$ cat config.mk
export PLATFORM = sky130hd
export DESIGN_NAME = data_mem_mmio
export DESIGN_NICKNAME = d
export VERILOG_FILES = /design/src/rtl/data_mem_mmio.sv
export SDC_FILE = /design/constraint.sdc
export NUM_CORES = 2
export LEC_CHECK = 0
export BUFFER_PORTS_ARGS = -buffer_cell sky130_fd_sc_hd__buf_2
export CORE_AREA = 2 2 371 373
export DETAILED_ROUTE_END_ITERATION = 16
export DIE_AREA = 0 0 373 375
export GPL_ROUTABILITY_DRIVEN = 0
export HOLD_SLACK_MARGIN = 0.03
export MAX_ROUTING_LAYER = met4
export PLACE_DENSITY = 0.79
export SLEW_MARGIN = 10
export SYNTH_ARGS = -nofsm -noshare
export SYNTH_HDL_FRONTEND = slang
export SYNTH_SLANG_ARGS = --single-unit
export TNS_END_PERCENT = 50
$ cat constraint.sdc
create_clock -name clk -period 3.5 [get_ports clk]
set_input_delay 0.35 -clock clk [delete_from_list [all_inputs] [get_ports clk]]
set_output_delay 0.35 -clock clk [all_outputs]
set_load 0.005 [all_outputs]
$ cat src/rtl/data_mem_mmio.sv
// Data-side memory and MMIO block: word RAM, LED register, cycle counter and
// an 8N1 UART transmitter fed by a byte FIFO. ReadData is combinational.
module data_mem_mmio #(
    parameter int unsigned RAM_WORDS  = 64,
    parameter int unsigned FIFO_DEPTH = 8,
    parameter int unsigned BAUD_DIV   = 434
) (
    input  logic        clk,
    input  logic        rst,
    input  logic        MemWrite,
    input  logic [31:0] ALUResult,
    input  logic [31:0] WriteData,
    output logic [31:0] ReadData,
    output logic        tx,
    output logic [7:0]  leds
);

    localparam int unsigned AW = $clog2(RAM_WORDS);
    localparam int unsigned PW = $clog2(FIFO_DEPTH);
    localparam int unsigned CW = PW + 1;
    localparam int unsigned BW = $clog2(BAUD_DIV);

    // Word addresses (byte address >> 2) of the peripheral registers
    localparam logic [29:0] ADDR_LED    = 30'h0400_0000;
    localparam logic [29:0] ADDR_TXDATA = 30'h0400_0001;
    localparam logic [29:0] ADDR_STATUS = 30'h0400_0002;
    localparam logic [29:0] ADDR_CYCLES = 30'h0400_0003;

    typedef enum logic [1:0] {S_IDLE, S_START, S_DATA, S_STOP} uart_state_t;

    logic [31:0]   r_ram [RAM_WORDS];
    logic [7:0]    r_fifo [FIFO_DEPTH];
    logic [PW-1:0] r_wr_ptr;
    logic [PW-1:0] r_rd_ptr;
    logic [CW-1:0] r_count;
    logic          r_ovf;
    logic [7:0]    r_leds;
    logic [31:0]   r_cycles;

    uart_state_t   r_state;
    logic [BW-1:0] r_baud;
    logic [2:0]    r_bit;
    logic [7:0]    r_shift;
    logic          r_tx;

    logic [29:0]   w_word;
    logic [AW-1:0] w_ram_idx;
    logic          w_ram_sel;
    logic          w_led_sel;
    logic          w_txd_sel;
    logic          w_stat_sel;
    logic          w_cyc_sel;
    logic          w_full;
    logic          w_empty;
    logic          w_push;
    logic          w_push_ok;
    logic          w_pop;
    logic          w_baud_end;
    logic          w_busy;
    logic [3:0]    w_cnt_sat;
    logic [7:0]    w_fifo_head;
    logic [31:0]   w_status;
    logic          w_unused;

    // Address decode; the byte-offset bits carry no meaning for word accesses
    assign w_word     = ALUResult[31:2];
    assign w_ram_idx  = ALUResult[AW+1:2];
    assign w_ram_sel  = (ALUResult[31:28] == 4'h0);
    assign w_led_sel  = (w_word == ADDR_LED);
    assign w_txd_sel  = (w_word == ADDR_TXDATA);
    assign w_stat_sel = (w_word == ADDR_STATUS);
    assign w_cyc_sel  = (w_word == ADDR_CYCLES);
    assign w_unused   = &{1'b0, ALUResult[1:0]};

    assign w_full      = (r_count == CW'(FIFO_DEPTH));
    assign w_empty     = (r_count == '0);
    assign w_push      = MemWrite & w_txd_sel;
    assign w_push_ok   = w_push & ~w_full;
    assign w_baud_end  = (r_baud == BW'(BAUD_DIV - 1));
    assign w_pop       = ~w_empty & ((r_state == S_IDLE) |
                                     ((r_state == S_STOP) & w_baud_end));
    assign w_busy      = (r_state != S_IDLE);
    assign w_fifo_head = r_fifo[r_rd_ptr];
    assign w_cnt_sat   = (32'(r_count) > 32'd15) ? 4'd15 : 4'(r_count);
    assign w_status    = {24'd0, w_cnt_sat, r_ovf, w_busy, w_empty, w_full};

    assign tx   = r_tx;
    assign leds = r_leds;

    always_comb begin
        ReadData = 32'd0;
        if (w_ram_sel)       ReadData = r_ram[w_ram_idx];
        else if (w_led_sel)  ReadData = {24'd0, r_leds};
        else if (w_stat_sel) ReadData = w_status;
        else if (w_cyc_sel)  ReadData = r_cycles;
    end

    // Storage arrays are intentionally not reset
    always_ff @(posedge clk) begin
        if (MemWrite && w_ram_sel) r_ram[w_ram_idx] <= WriteData;
        if (w_push_ok)             r_fifo[r_wr_ptr] <= WriteData[7:0];
    end

    always_ff @(posedge clk or negedge rst) begin
        if (!rst) begin
            r_wr_ptr <= '0;
            r_rd_ptr <= '0;
            r_count  <= '0;
            r_ovf    <= 1'b0;
        end else begin
            if (w_push_ok) r_wr_ptr <= r_wr_ptr + PW'(1);
            if (w_pop)     r_rd_ptr <= r_rd_ptr + PW'(1);
            case ({w_push_ok, w_pop})
                2'b10:   r_count <= r_count + CW'(1);
                2'b01:   r_count <= r_count - CW'(1);
                default: r_count <= r_count;
            endcase
            // Fullness is judged before any same-cycle pop
            if (w_push && w_full)               r_ovf <= 1'b1;
            else if (MemWrite && w_stat_sel)    r_ovf <= 1'b0;
        end
    end

    always_ff @(posedge clk or negedge rst) begin
        if (!rst) begin
            r_leds   <= 8'd0;
            r_cycles <= 32'd0;
        end else begin
            if (MemWrite && w_led_sel) r_leds <= WriteData[7:0];
            if (MemWrite && w_cyc_sel) r_cycles <= 32'd0;
            else                       r_cycles <= r_cycles + 32'd1;
        end
    end

    // UART transmitter; tx is updated on the same edge as the state change
    always_ff @(posedge clk or negedge rst) begin
        if (!rst) begin
            r_state <= S_IDLE;
            r_baud  <= '0;
            r_bit   <= 3'd0;
            r_shift <= 8'd0;
            r_tx    <= 1'b1;
        end else begin
            case (r_state)
                S_IDLE: begin
                    if (w_pop) begin
                        r_shift <= w_fifo_head;
                        r_baud  <= '0;
                        r_bit   <= 3'd0;
                        r_state <= S_START;
                        r_tx    <= 1'b0;
                    end else begin
                        r_tx <= 1'b1;
                    end
                end
                S_START: begin
                    if (w_baud_end) begin
                        r_baud  <= '0;
                        r_state <= S_DATA;
                        r_tx    <= r_shift[0];
                    end else begin
                        r_baud <= r_baud + BW'(1);
                    end
                end
                S_DATA: begin
                    if (w_baud_end) begin
                        r_baud  <= '0;
                        r_shift <= r_shift >> 1;
                        if (r_bit == 3'd7) begin
                            r_state <= S_STOP;
                            r_tx    <= 1'b1;
                        end else begin
                            r_bit <= r_bit + 3'd1;
                            r_tx  <= r_shift[1];
                        end
                    end else begin
                        r_baud <= r_baud + BW'(1);
                    end
                end
                S_STOP: begin
                    if (w_baud_end) begin
                        r_baud <= '0;
                        if (w_pop) begin
                            r_shift <= w_fifo_head;
                            r_bit   <= 3'd0;
                            r_state <= S_START;
                            r_tx    <= 1'b0;
                        end else begin
                            r_state <= S_IDLE;
                            r_tx    <= 1'b1;
                        end
                    end else begin
                        r_baud <= r_baud + BW'(1);
                    end
                end
                default: begin
                    r_state <= S_IDLE;
                    r_tx    <= 1'b1;
                end
            endcase
        end
    end

endmodule

==> reports/qor.txt <==
Largest net degree at the start of global routing: 75
Clock-pin slew on the worst setup and hold paths: 0.07 ns
Slowest stage delay, CP: 0.37 ns
Post-Syn Nets: 4827
FF+latch count, synth: 2186
Hold path depth: 1
Buf/Inv on CP: 3
Yosys top cell area share: 74.43%
IO Count: 108
Final ANT Viol Nets: 0
DR vias: 54310
Starting Density: 62.52%
Dominant synthesized flop cell: edfxtp_1
Vias per cell: 7.426
Overall routed net length: 271500 um
Die span in x: 373 um
R2R depth: 14
Synth area leader: edfxtp_1
Most frequent CP cell: buf_4
TNS Setup: -0.5280 ns
Measured slew at the worst slew-check pin: 1.350 ns
Synth unique cells: 77
Setup Buffers After CTS: 0
Achievable clock frequency: 278.0 MHz
Crit path depth: 9
Post-DP HPWL: 163100 um
H-Tree Depth: 4
GRT Overall Usage: 39.79%
Pwr per Cell Area: 541.3 mW/mm^2
RSZ-0062 raised after global routing: yes
Tmin final: 3.597 ns
Fillers: 7218
Vias in the first global route: 52650
Top delay family on crit path: compound AO/OA/AOI/OAI gates
CP Capture Type: output pin
Total CTS buffers: 203
Grt ovf: 0
Yosys warning total: 0
Critical path class: reg -> out
Setup violations, final: 11
Residual DRC count: 0
Initial antenna violation count: 15
Global-route wire length before repair: 380600 um
Fin. max-slew vios: 0
Pre-CTS WS: -0.6326 ns
Initial DRC count: 10710
Crit share post-route: 102.8%
P_leak: 33.34 nW
WL per Instance: 37.13 um
Placeable Area: 0.1363 mm^2
Asr flop ratio synth: 3.385%
# rows: 136
Failing checks: negative setup slack
Max clock buf depth: 3
PnR worst setup slack: -0.09718 ns
Root Driver: clkbuf_16
Synthesized area per cell: 17.96 um^2
Hold WC Path Type: in -> reg
Leading cell type in the layout, fill and taps excluded: edfxtp_1
Number of enable flip-flop cells after synthesis: 2112
Share of cells above drive strength 1: 26.46%
Crit-path slowest cell: edfxtp_1
Post-synthesis instance area: 0.08521 mm^2
Clock Sinks: 2186
Peak VDD IR: 0.0005139 V
Initial DRT Pass Iterations: 8
Mapped Cells: 4744
Fin Clk Skew: 0.02424 ns
Area Growth Syn to Fin: 17.27%
DIE AREA: 0.1399 mm^2
Worst EP required: 3.15 ns
Port buffer count: 105
Startpoint types: flip-flop
Overall power: 0.05410 W
Commonest non-fill, non-tap cells in the layout: edfxtp_1 (2112), buf_4 (469), mux2i_1 (263)
Area contributors post-synth: edfxtp_1 (74%), mux4_2 (3.9%), mux2i_1 (3.1%)
Worst path cell trace: mux2_2 -> a221o_1 -> a222oi_1 -> buf_4 -> o22ai_1 -> a2111oi_2 -> buf_4 -> o21ai_2 -> buf_2
Final #Nets: 5411
Die span in y: 375 um
Max-cap violations: 0
CP arrival: 3.25 ns
Post-synthesis sequential area ratio: 76.60%
Final Hold Viols: 0
Worst-Skew Late Latency: 0.86 ns
Worst-path fanout max: 1
Outcome: finished, violations left
Slew HR: 9.973%
CTS tree: done
## routing by layer
| layer | vias up | wire [um] | part of all wire [%] | track usage [%] |
|---|---|---|---|---|
| li1 | 20680 | - | - | - |
| met3 | 1354 | 45260 | 17 | 12.62 |
| met5 | - | 0 | 0 | - |
| met4 | 0 | 19480 | 7.2 | 23.34 |
| met2 | 5730 | 120800 | 44 | 57.63 |
| met1 | 26550 | 86030 | 32 | 49.78 |
## timing repair
| action | in CTS | in global routing |
|---|---|---|
| hold endpoints to repair | 96 | 18 |
| hold buffers | 4 | 1 |
| gates cloned | 0 | 0 |
| pin swaps | 23 | 21 |
| setup endpoints to repair | 19 | 22 |
| resized for setup | 63 | 42 |
## worst register-to-register path: cells and delay by family, from the launching register on
| family | cells | cell delay, ns |
|---|---|---|
| AND/OR/NAND/NOR | 5 | 0.80 |
| buffers and inverters | 3 | 0.44 |
| adder cells (fa/ha/maj) | 2 | 0.40 |
| flip-flops | 1 | 0.39 |
| AO/OA/AOI/OAI | 3 | 0.37 |
| XOR/XNOR | 1 | 0.15 |
## synth_stat cells (all sizes together), types with 19 or more instances
cell type / n
edfxtp: 2112
mux2i: 264
nor2: 250
a221oi: 241
buf: 206
mux2: 182
o21ai: 167
a21oi: 157
mux4: 146
a22oi: 145
nand2: 144
o22ai: 119
clkbuf: 105
dfrtp: 73
a22o: 50
nand3: 32
a221o: 25
and3: 25
xor2: 24
nor3: 23
a31oi: 19
## worst paths after layout
| kind | startpoint | end | slack [ns] |
|---|---|---|---|
| setup / recovery | r_ram[51][18] | ReadData[18] | -0.1 |
| hold / removal | WriteData[6] | r_ram[40][6] | 0.05 |
| setup reg to reg | r_baud[1] | r_count[3] | 0.88 |
| hold reg to reg | r_shift[2] | r_shift[2] | 0.49 |
| max in group asynchronous | rst | r_cycles[25] | 2.65 |
| min in group asynchronous | rst | r_baud[3] | 0.21 |
## stage by stage
step	cells	hold slack, ns	util [%]	cell area, um^2
finish	7313	0.05383	73.32	99930
floorplan	4744	0.05441	-	85210
global route	7303	0.07653	73.30	99910
global placement	6913	0.4694	68.12	92850
detailed placement	6913	0.4795	68.12	92850
CTS	7290	0.03901	73.12	99660
## where the power goes
group | switching [W] | leakage [nW] | internal, W
clock | 0.00971 | 3.18 | 0.0122
combinational | 0.00226 | 10.2 | 0.00115
sequential | 0.0000295 | 20.0 | 0.0287
## cells by family after synthesis
kind of cell,synth area share (%)
buffers and inverters,1.884
XOR/XNOR,0.3597
AO/OA/AOI/OAI,8.571
multiplexers,9.365
adder cells (fa/ha/maj),0.2349
flip-flops,76.60
AND/OR/NAND/NOR,2.985
## final cells by class
| type | instances | area, um^2 | share of cell area, % |
|---|---|---|---|
| clock buffer | 244 | 5234 | 5.237 |
| clock inverter | 131 | 1261 | 1.262 |
| tap | 1794 | 2245 | 2.246 |
| sequential | 2186 | 65270 | 65.32 |
| antenna | 21 | 52.55 | 0.05259 |
| multi-input combinational | 2237 | 19370 | 19.39 |
| timing repair buffer | 690 | 6445 | 6.449 |
| inverter | 10 | 45.04 | 0.04507 |
## sequential cells by signal, summed over array words and instances (netlist names)
signal,count
r_rd_ptr,3
r_wr_ptr,3
r_ram,2048
r_cycles,32
r_bit,3
r_count,4
r_state,2
r_ovf,1
r_shift,8
r_fifo,64
leds,8
r_baud,9
tx,1
Note: power is estimated with default switching activity, not from simulation.
